$ cat config.mk
export PLATFORM = sky130hd
export DESIGN_NAME = bg_frame_scheduler
export DESIGN_NICKNAME = d
export VERILOG_FILES = /design/src/rtl/bg_pkg.sv /design/src/rtl/frame_edge_detect.sv /design/src/rtl/bg_frame_scheduler.sv
export SDC_FILE = /design/constraint.sdc
export NUM_CORES = 1
export LEC_CHECK = 0
export CORE_ASPECT_RATIO = 0.5
export CORE_MARGIN = 5
export CORE_UTILIZATION = 36
export CTS_CLUSTER_SIZE = 30
export DETAILED_ROUTE_END_ITERATION = 8
export SLEW_MARGIN = 20
export SYNTH_ARGS = -nofsm -noshare
export SYNTH_HDL_FRONTEND = slang
export SYNTH_SLANG_ARGS = --single-unit
$ cat constraint.sdc
create_clock -name clk -period 4.85 [get_ports clk]
set_clock_uncertainty 0.1 [all_clocks]
set_input_delay 1.2125 -clock clk [delete_from_list [all_inputs] [get_ports clk]]
set_output_delay 1.2125 -clock clk [all_outputs]
set_load 0.01 [all_outputs]
$ cat src/rtl/bg_pkg.sv
// Shared definitions for the background frame scheduler: register map,
// CTRL/STATUS bit positions and the scheduler state encoding.
package bg_pkg;

  localparam logic [5:0] ADDR_CTRL   = 6'h00;
  localparam logic [5:0] ADDR_SEL    = 6'h04;
  localparam logic [5:0] ADDR_PERIOD = 6'h08;
  localparam logic [5:0] ADDR_STATUS = 6'h0C;
  localparam logic [5:0] ADDR_FCNT   = 6'h10;

  localparam int CTRL_RUN    = 0;
  localparam int CTRL_AUTO   = 1;
  localparam int CTRL_IRQ_EN = 2;

  localparam int STAT_PENDING = 4;
  localparam int STAT_IRQ     = 5;
  localparam int STAT_SEL_ERR = 6;

  typedef enum logic [1:0] {
    ST_IDLE  = 2'd0,
    ST_START = 2'd1,
    ST_RUN   = 2'd2
  } state_t;

  // Slideshow successor: wraps back to layer 0 after the last generator.
  function automatic logic [1:0] next_idx(input logic [1:0] idx, input int num);
    return (idx == 2'(num - 1)) ? 2'd0 : idx + 2'd1;
  endfunction

endpackage

$ cat src/rtl/frame_edge_detect.sv
// Registers vsync once and emits a single-cycle pulse on its rising edge,
// marking the frame boundary for the scheduler and the scroll logic.
module frame_edge_detect (
  input  logic clk,
  input  logic rst_n,
  input  logic vsync,
  output logic fb
);

  logic vsync_q;

  always_ff @(posedge clk) begin
    if (!rst_n) vsync_q <= 1'b0;
    else        vsync_q <= vsync;
  end

  assign fb = vsync & ~vsync_q;

endmodule

$ cat src/rtl/bg_frame_scheduler.sv
// Background layer scheduler: register file plus a frame-synchronous FSM that
// switches layers (manual or slideshow) only on vsync rising edges.
//   state    | meaning
//   ST_IDLE  | video off, no layer enabled
//   ST_START | timing running, first partial frame blanked
//   ST_RUN   | layer displayed, selection applied on each frame boundary
module bg_frame_scheduler
  import bg_pkg::*;
#(
  parameter int NUM_BG   = 2,
  parameter int PERIOD_W = 8,
  parameter int FCNT_W   = 16
) (
  input  logic              clk,
  input  logic              rst_n,
  input  logic [5:0]        address,
  input  logic [31:0]       data_in,
  input  logic [1:0]        data_write_n,
  input  logic [1:0]        data_read_n,
  output logic [31:0]       data_out,
  output logic              data_ready,
  input  logic              vsync,
  output logic              vga_en,
  output logic [NUM_BG-1:0] bg_en,
  output logic [1:0]        active_idx,
  output logic              user_interrupt
);

  logic                fb;
  logic                wr_en, sel_wr_ok, sel_wr_bad, irq_clr, sel_err_clr;
  logic                run_q, auto_q, irq_en_q;
  logic                pending_q, irq_q, sel_err_q;
  logic [1:0]          sel_q, idx_nxt;
  logic [PERIOD_W-1:0] period_q, period_eff, countdown_q;
  logic [FCNT_W-1:0]   fcnt_q;
  state_t              state_q;
  logic                unused_in;

  frame_edge_detect u_fed (
    .clk   (clk),
    .rst_n (rst_n),
    .vsync (vsync),
    .fb    (fb)
  );

  function automatic logic [NUM_BG-1:0] onehot(input logic [1:0] idx);
    return NUM_BG'(1) << idx;
  endfunction

  assign wr_en       = (data_write_n != 2'b11);
  assign sel_wr_ok   = wr_en && (address == ADDR_SEL) && ({30'b0, data_in[1:0]} < 32'(NUM_BG));
  assign sel_wr_bad  = wr_en && (address == ADDR_SEL) && !sel_wr_ok;
  assign irq_clr     = wr_en && (address == ADDR_STATUS) && data_in[STAT_IRQ];
  assign sel_err_clr = wr_en && (address == ADDR_STATUS) && data_in[STAT_SEL_ERR];
  assign period_eff  = (period_q == '0) ? PERIOD_W'(1) : period_q;

  assign data_ready     = 1'b1;
  assign user_interrupt = irq_q;
  assign unused_in      = ^{data_read_n, data_in};

  always_ff @(posedge clk) begin
    if (!rst_n) begin
      run_q     <= 1'b0;
      auto_q    <= 1'b0;
      irq_en_q  <= 1'b0;
      sel_q     <= '0;
      period_q  <= PERIOD_W'(1);
      sel_err_q <= 1'b0;
    end else begin
      if (wr_en && address == ADDR_CTRL) begin
        run_q    <= data_in[CTRL_RUN];
        auto_q   <= data_in[CTRL_AUTO];
        irq_en_q <= data_in[CTRL_IRQ_EN];
      end
      if (sel_wr_ok) sel_q <= data_in[1:0];
      if (wr_en && address == ADDR_PERIOD) period_q <= data_in[PERIOD_W-1:0];
      if (sel_wr_bad)       sel_err_q <= 1'b1;
      else if (sel_err_clr) sel_err_q <= 1'b0;
    end
  end

  // A pending manual request outranks a slideshow step due on the same frame.
  always_comb begin
    idx_nxt = active_idx;
    if (pending_q)
      idx_nxt = sel_q;
    else if (auto_q && countdown_q == PERIOD_W'(1))
      idx_nxt = next_idx(active_idx, NUM_BG);
  end

  always_ff @(posedge clk) begin
    if (!rst_n) begin
      state_q     <= ST_IDLE;
      vga_en      <= 1'b0;
      bg_en       <= '0;
      active_idx  <= '0;
      countdown_q <= '0;
      fcnt_q      <= '0;
      pending_q   <= 1'b0;
      irq_q       <= 1'b0;
    end else begin
      if (irq_clr) irq_q <= 1'b0;
      if (!run_q) begin
        state_q   <= ST_IDLE;
        vga_en    <= 1'b0;
        bg_en     <= '0;
        pending_q <= 1'b0;
      end else begin
        case (state_q)
          ST_IDLE: begin
            state_q <= ST_START;
            vga_en  <= 1'b1;
            bg_en   <= '0;
          end
          ST_START: begin
            if (fb) begin
              state_q     <= ST_RUN;
              countdown_q <= period_eff;
              bg_en       <= onehot(active_idx);
              fcnt_q      <= '0;
            end
          end
          ST_RUN: begin
            if (fb) begin
              fcnt_q     <= fcnt_q + FCNT_W'(1);
              active_idx <= idx_nxt;
              bg_en      <= onehot(idx_nxt);
              pending_q  <= 1'b0;
              if (pending_q || (auto_q && countdown_q == PERIOD_W'(1)))
                countdown_q <= period_eff;
              else if (auto_q)
                countdown_q <= countdown_q - PERIOD_W'(1);
              if (irq_en_q && idx_nxt != active_idx) irq_q <= 1'b1;
            end
          end
          default: state_q <= ST_IDLE;
        endcase
        if (sel_wr_ok) pending_q <= 1'b1;
      end
    end
  end

  always_comb begin
    data_out = '0;
    case (address)
      ADDR_CTRL: begin
        data_out[CTRL_RUN]    = run_q;
        data_out[CTRL_AUTO]   = auto_q;
        data_out[CTRL_IRQ_EN] = irq_en_q;
      end
      ADDR_SEL:    data_out[1:0] = sel_q;
      ADDR_PERIOD: data_out = 32'(period_q);
      ADDR_STATUS: begin
        data_out[1:0]         = active_idx;
        data_out[STAT_PENDING] = pending_q;
        data_out[STAT_IRQ]     = irq_q;
        data_out[STAT_SEL_ERR] = sel_err_q;
      end
      ADDR_FCNT:   data_out = 32'(fcnt_q);
      default:     data_out = '0;
    endcase
  end

endmodule

# ---- Yosys cells after proc, flatten, opt, wreduce, memory -nomap -nowiden
# Index checks and enable logic that the tools add are counted.
dict set report word_totals {
  inputBits 45
  register_bits 48
  wordCells 96
  output_inout_bits 39
}
dict set report op_classes {
  addsub 3
  n_bitwise 3
  order_cmp 1
  n_eq_ne 13
  shifts 2
  muxes 32
  n_reduce_logical 27
}
# operator n
set op_table {}
lappend op_table {{$mux W8} 5}
lappend op_table {{$mux W16} 2}
lappend op_table {{$pmux W16 S2} 1}
lappend op_table {{$pmux W9 S2} 1}
lappend op_table {{$add A16 B1 Y16 const B} 1}
lappend op_table {{$pmux W8 S2} 1}
lappend op_table {{$eq A6 B4 Y1 const B} 2}
lappend op_table {{$mux W2} 6}
lappend op_table {{$pmux W2 S3} 2}
lappend op_table {{$logic_and A1 B1 Y1} 10}
lappend op_table {{$mux W1} 10}
lappend op_table {{$pmux W2 S5} 1}
lappend op_table {{$pmux W3 S3} 1}
lappend op_table {{$eq A8 B1 Y1 const B} 1}
lappend op_table {{$logic_not A8 Y1} 1}
lappend op_table {{$reduce_bool A2 Y1} 4}
lappend op_table {{$sub A8 B1 Y8 const B} 1}
lappend op_table {{$eq A6 B3 Y1 const B} 1}
lappend op_table {{$eq A6 B5 Y1 const B} 1}
lappend op_table {{$logic_not A6 Y1} 1}
lappend op_table {{$ne A2 B2 Y1 const B} 3}
lappend op_table {{$reduce_and A2 Y1} 3}
lappend op_table {{$reduce_and A3 Y1} 2}
lappend op_table {{$reduce_and A5 Y1} 1}
lappend op_table {{16 further kinds} 19}

# ---- Longest topological paths before layout
# Gate-level depths: netlist of run 1.
dict set report logic_depth {
  depth_word 10
  depth_mapped 8
}

# ---- By module
# Synthesis of run 1 repeated with hierarchy kept, for this count alone.
dict set report hier_totals {
  hier_cells 366
  area_unflattened_um2 2811.4
}
# module cells_each area_each_um2 seq_area_each_um2 instances
set modules_own_cells {}
lappend modules_own_cells {bg_frame_scheduler 363 2771.4 940.9 1}
lappend modules_own_cells {frame_edge_detect 3 40.0 20.0 1}

# ---- Worst setup path before layout of run 1
# No wires, ideal clock.
dict set report synth_path {
  path_kind {input port to output port}
  start {input address[5]}
  end {output data_out[0]}
  t_arrival_ps 2549
  path_buffers 1
  required_ps 3538
  slack_ps 988
  path_stages 5
  cell_sequence {or4_1 nor2_1 clkbuf_1 a22oi_1 nand2_1}
}
dict set report synth_between {
  elab_chain_len 2
  elab_cells_between_ends 6
  classes_between {eq/ne (4); mux (1); reduce/logical (1)}
}
# item line
set synth_lines {}
lappend synth_lines {{start: declaration} bg_frame_scheduler.sv:16} ;# input logic [5:0] address,
lappend synth_lines {{$eq A6 B5 Y1 (tied with other cells)} bg_frame_scheduler.sv:145} ;# case (address)
lappend synth_lines {{$pmux W2 S5 *} bg_frame_scheduler.sv:145}
lappend synth_lines {{end: declaration} bg_frame_scheduler.sv:20} ;# output logic [31:0] data_out,
# Every way passes the cells marked *; elsewhere a longest branch is shown, timed or not.

# ---- Worst setup path in the final report of run 1
# Ends and elaborated chain as after synthesis.

==> impl_metrics.json, run 1 <==
{
  "diodes": 0,
  "tns_ns": 0,
  "drt_wl_total_mm": 8.12,
  "worstMarginPinSlew_ns": 0.683,
  "clockBufferDepth": 2,
  "switching_power_uw": 179,
  "numClockSinks": 48,
  "syn_avg_cell_area_sq_um": 7.82,
  "p_int_uw": 620,
  "maxSlewViolCount": 0,
  "cp-end-kind": "output port",
  "area_growth_syn_to_layout_pct": 20.1,
  "cts-root-buf": "clkbuf_16",
  "met3_usage_pct": 3.28,
  "htree_num_levels": 2,
  "slew_headroom_pct": 54.0,
  "start_util_pct": 37.0,
  "rows": 23,
  "finalPower_uw": 800,
  "dieWidth_microns": 138,
  "cts_tree": "done",
  "power.density_mw_per_mm2": 225,
  "vias": 2863,
  "io_pins": 84,
  "critPathMaxFanout": 4,
  "holdBufCountCts": 0,
  "rsz0062_at_grt": "false",
  "status": "finished, final reports clean",
  "period_needed_ns": 4.79,
  "fmax_mhz": 209,
  "synth-edff-count": 0,
  "synthCells": 379,
  "clkTransAtPathRegs_ns": 0.06,
  "met2_usage_pct": 24.9,
  "io_buffer_count": 40,
  "grt_pass1_wl_mm": 13.1,
  "antenna_found_initial": 0,
  "grt.overflow.total": 0,
  "via_per_inst": 5.46,
  "ys_warn_count": 0,
  "die_y_microns": 74.2,
  "cap_violations": 0,
  "worstSetupPathType": "input pin to output port",
  "grt_max_degree": 23,
  "drc": 0,
  "final_cell_mix": "dfxtp_1, clkdlybuf4s50_1, nand2_1, a21oi_1, nor2_1",
  "ant_nets": 0,
  "layout_commonest_cell": "dfxtp_1",
  "insertion_delay_ns": 0.29,
  "yosysUniqueCellTypes": 55,
  "ys_seq_area_share_pct": 32.4,
  "first_pass_iters": 5,
  "switching_share_pct": 22.4,
  "fin_nets": 464,
  "async_flop_share_pct": 0,
  "seqPwrFrac_pct": 49.6,
  "die_area_sq_mm": 0.0103,
  "drtIter0Drc": 363,
  "critical_path_arrival_ns": 3.47,
  "leakagePower_nw": 1.33,
  "routedWlPerCell_microns": 15.5,
  "setup_violations": 0,
  "clkPwrFrac_pct": 44.8,
  "irDropWorstVdd_mv": 0.114,
  "track_usage_pct": 15.8,
  "power_frac_comb_pct": 5.6,
  "top_usage_layer": "met2",
  "cts_resized": 0,
  "fin_crit_sh_pct": 98.7,
  "cts_setup_buffers": 0,
  "gp_congestion": 0.868,
  "coreArea_sq_mm": 0.00800,
  "critPathLaunchType": "input pin",
  "gr-usage-met1_pct": 22.2,
  "hold_viol": 0,
  "critPathRequiredTime_ns": 3.54,
  "worstHoldPathType": "register to register",
  "grt_pass1_vias": 2535,
  "drive_above_1_share_pct": 5.10,
  "dpl.hpwl_mm": 5.92,
  "syn_area_sq_mm": 0.00296,
  "ys.flop_type": "dfxtp_1",
  "cts_made_buffers": 5,
  "ys_seq_elements": 48
}
synthesized netlist by cell type, types with 3 or more instances:
| library cell | n | area (sq um) |
|---|---|---|
| or3_1 | 6 | 37.5 |
| buf_4 | 17 | 128 |
| nand3b_1 | 4 | 30.0 |
| nand2_1 | 35 | 131 |
| mux2i_1 | 10 | 100 |
| and2_1 | 12 | 75.1 |
| a21oi_1 | 29 | 145 |
| and3_1 | 10 | 62.6 |
| nor2_1 | 25 | 93.8 |
| nand3_1 | 22 | 110 |
| o32ai_1 | 3 | 26.3 |
| nor3_1 | 9 | 45.0 |
| a22oi_1 | 3 | 22.5 |
| nor4_1 | 5 | 31.3 |
| nor3b_1 | 3 | 22.5 |
| o22ai_1 | 4 | 25.0 |
| dfxtp_1 | 48 | 961 |
| or3b_2 | 3 | 26.3 |
| clkbuf_1 | 19 | 71.3 |
| or4_1 | 5 | 37.5 |
| a22o_1 | 3 | 26.3 |
| a222oi_1 | 6 | 60.1 |
| nand4_1 | 7 | 43.8 |
| o21ai_0 | 13 | 65.1 |
| a31oi_1 | 7 | 43.8 |
| ha_1 | 8 | 100 |
| and4_1 | 4 | 35.0 |
| inv_1 | 18 | 67.6 |
metal layers:
| metal | wire length [microns] | vias to the layer above |
|---|---|---|
| met5 | 0 | - |
| met4 | 97 | 0 |
| met3 | 533 | 10 |
| met2 | 3510 | 94 |
| met1 | 3990 | 1334 |
| li1 | - | 1425 |
final cells by class:
cell class	instances	area [sq um]
flip-flops and latches	48	961
clock buffers	8	146
multi-input cells	290	1780
fillers	823	4440
inverters	18	67.6
well taps	112	140
repair buffers	48	460
stage by stage:
stage	setup slack (ns)	hold WS [ns]	area, sq um	cells	utilization, %
global route	0.00735	0.392	3560	524	44.5
detailed placement	0.133	0.356	3410	516	42.6
finish	0.0643	0.371	3560	524	44.5
floorplan	0.988	0.347	3020	394	-
CTS	0.115	0.372	3560	524	44.5
global placement	0.136	0.349	3410	516	42.6
worst max-delay path, cell delays in order:
cell             delay (ns)
clkdlybuf4s50_1        0.44
or4_1                  0.61
nor3b_1                0.39
a222oi_1               0.17
nand2_1                0.11
clkdlybuf4s50_1        0.53
flip-flops by register name, indices dropped and copies added, names as in the netlist:
signal,flops
pending_q,1
period_q,8
sel_q,2
u_fed.vsync_q,1
countdown_q,8
user_interrupt,1
auto_q,1
state_q,2
active_idx,2
bg_en,2
irq_en_q,1
run_q,1
vga_en,1
sel_err_q,1
fcnt_q,16
path summary, 6_finish.rpt:
path / to / startpoint / slack [ns] / cells after the start
setup reg to reg: countdown_q[3]$_SDFFE_PN0P_ / state_q[0]$_SDFFE_PN0P_ / 2.37 / 6
hold reg to reg: vga_en$_SDFFE_PN0N_ / vga_en$_SDFFE_PN0N_ / 0.37 / 2
hold / removal: vga_en$_SDFFE_PN0N_ / vga_en$_SDFFE_PN0N_ / 0.37 / 2
setup / recovery: data_out[0] / address[5] / 0.06 / 6
cell families after synthesis:
kind of cell	count (synthesis)	share of synthesized area (%)
flip-flops	48	32.4
AND/OR/NAND/NOR	161	29.1
buffers and inverters	56	9.33
adder cells (fa/ha/maj)	8	3.38
multiplexers	12	4.14
XOR/XNOR	2	0.591
other	2	0.253
AO/OA/AOI/OAI	90	20.8
power by group through the flow:
stage	Combinational, mW	Sequential, mW	Clock [mW]
floorplan	0.0306	0.405	0
finish	0.0452	0.396	0.358
detailed placement	0.0444	0.405	0
CTS	0.0446	0.396	0.365
global route	0.0491	0.396	0.382
global placement	0.0446	0.405	0
(Power assumes the default switching activity.)
==> inputs of run 2 (changes only) <==
HOLD_SLACK_MARGIN = 0.02   (was default)
clock period = 5.6 ns   (was 4.85 ns; I/O delays follow)
==> run 2 against run 1 <==
Cell count is 0.76% lower; final area is 0.74% lower; clock power is 13% lower; power down 13%; register-to-register slack gained 0.53 ns; hold slack got worse by 0.0024 ns; flip-flop and latch count did not move; first-iteration DRC count fell by 49%; combinational power is 16% lower; global-route usage up 0.086 points; largest cell class unchanged.
==> impl_metrics.json, run 2 (synthesis results as in run 1) <==
{
  "status": "finished, final reports clean",
  "regArea_sq_um": 961,
  "io_buffer_count": 40,
  "grt.overflow.total": 0,
  "worstMarginPinSlew_ns": 0.907,
  "crit_end": "data_out[0]",
  "io_pins": 84,
  "worstSetupPathType": "input pin to output port",
  "routedWlPerCell_microns": 15.3,
  "via_per_inst": 5.47,
  "cap_violations": 0,
  "fillCellCount": 840,
  "critical_path_arrival_ns": 3.61,
  "holdBufCountCts": 0,
  "place_inst": 512,
  "area_growth_syn_to_layout_pct": 19.2,
  "cts_setup_buffers": 0,
  "antenna_found_initial": 0,
  "critPathRequiredTime_ns": 4.10,
  "vias": 2843,
  "worstHoldPathType": "register to register",
  "clockBufferDepth": 2,
  "fin_crit_sh_pct": 91.3,
  "final_core_util_pct": 44.1,
  "finalPower_uw": 693,
  "ant_nets": 0,
  "cts_resized": 0,
  "first_pass_iters": 5,
  "rows": 23,
  "irDropWorstVdd_mv": 0.152,
  "die_area_sq_mm": 0.0103,
  "cts_made_buffers": 5,
  "slew_headroom_pct": 39.2,
  "grt_pass1_wl_mm": 13.3,
  "rr_endpoint": "fcnt_q[13]$_SDFFE_PN0P_",
  "fmax_mhz": 196,
  "power.density_mw_per_mm2": 196,
  "cts-root-buf": "clkbuf_16",
  "clkTransAtPathRegs_ns": 0.07,
  "critPathLaunchType": "input pin",
  "maxSlewViolCount": 0,
  "setup_violations": 0,
  "rsz0062_at_grt": "false",
  "dpl.hpwl_mm": 5.85,
  "crit_start": "address[5]",
  "htree_num_levels": 2,
  "drtIter0Drc": 185,
  "insertion_delay_ns": 0.29,
  "final_cell_mix": "dfxtp_1, clkdlybuf4s50_1, nand2_1, a21oi_1, nor2_1",
  "reg2reg_from": "state_q[0]$_SDFFE_PN0P_",
  "regMostFlops": "fcnt_q",
  "numClockSinks": 48,
  "largest_reg_flops": 16,
  "leakagePower_nw": 1.31,
  "start_util_pct": 37.0,
  "period_needed_ns": 5.11,
  "reg2reg_slack_ns": 2.90,
  "layout.cells.non_filler": 520,
  "gp_congestion": 0.866,
  "cp-end-kind": "output port",
  "dieWidth_microns": 138,
  "layout_commonest_cell": "dfxtp_1",
  "drc": 0,
  "track_usage_pct": 15.9,
  "coreArea_sq_mm": 0.00800,
  "critPathMaxFanout": 4,
  "grt_pass1_vias": 2623,
  "multiInputGateArea_sq_mm": 0.00178,
  "rr_worst_depth": 5,
  "fin_nets": 460,
  "tns_ns": 0,
  "drive_above_1_share_pct": 4.41,
  "grt_max_degree": 23,
  "diodes": 0,
  "die_y_microns": 74.2,
  "drt_wl_total_mm": 7.97,
  "cts_tree": "done",
  "top_regs": "fcnt_q: 16 flops, countdown_q: 8 flops, period_q: 8 flops",
  "hold_viol": 0
}
## run 2: cell types whose count changed in the layout (fill, tap and decap cells not counted), sizes merged
| cell | previous run | this run |
|---|---|---|
| buf | 8 | 4 |
| clkbuf | 8 | 7 |
| clkinvlp | 0 | 1 |
## run 2: stage by stage
step | area [sq um] | worst slack, ns | hold slack, ns
finish | 3530 | 0.489 | 0.368
global route | 3530 | 0.341 | 0.392
CTS | 3530 | 0.492 | 0.375
detailed placement | 3380 | 0.504 | 0.359
global placement | 3380 | 0.504 | 0.349
floorplan | 3020 | 1.36 | 0.347
## run 2: worst min path at each step
| stage | from | endpoint | slack (ns) | cells after the start |
|---|---|---|---|---|
| after floorplan | fcnt_q[14]$_SDFFE_PN0P_ | fcnt_q[14]$_SDFFE_PN0P_ | 0.35 | 1 |
| after global placement | bg_en[0]$_SDFFE_PN0P_ | bg_en[0]$_SDFFE_PN0P_ | 0.35 | 1 |
| after detailed placement | bg_en[0]$_SDFFE_PN0P_ | bg_en[0]$_SDFFE_PN0P_ | 0.36 | 1 |
| after CTS | bg_en[0]$_SDFFE_PN0P_ | bg_en[0]$_SDFFE_PN0P_ | 0.38 | 1 |
| after global routing | bg_en[0]$_SDFFE_PN0P_ | bg_en[0]$_SDFFE_PN0P_ | 0.39 | 1 |
| final | bg_en[0]$_SDFFE_PN0P_ | bg_en[0]$_SDFFE_PN0P_ | 0.37 | 1 |
## run 2: per-layer routing
layer / part of all wire (%) / vias up / track usage (%)
met4: 0.75 / 0 / 3.07
met1: 49 / 1331 / 22.1
met5: 0 / - / 0
met2: 43 / 87 / 25.6
met3: 7.2 / 5 / 3.98
li1: - / 1420 / -
## run 2: critical path: stages
cell	delay, ns
clkdlybuf4s50_1	0.43
or4_1	0.60
nor3b_1	0.37
a222oi_1	0.15
nand2_1	0.12
clkdlybuf4s50_1	0.54
## run 2: where the power goes
part / total [mW] / internal [mW] / switching, mW
registers: 0.343 / 0.342 / 0.00117
clock network: 0.312 / 0.178 / 0.134
logic: 0.0379 / 0.0158 / 0.0222
## run 2: final cells by class
type | count | area share, %
tap | 112 | 3.97
clock buffer | 7 | 4.04
clock inverter | 1 | 0.213
multi-input combinational | 290 | 50.5
timing repair buffer | 44 | 12.2
sequential | 48 | 27.2
inverter | 18 | 1.91
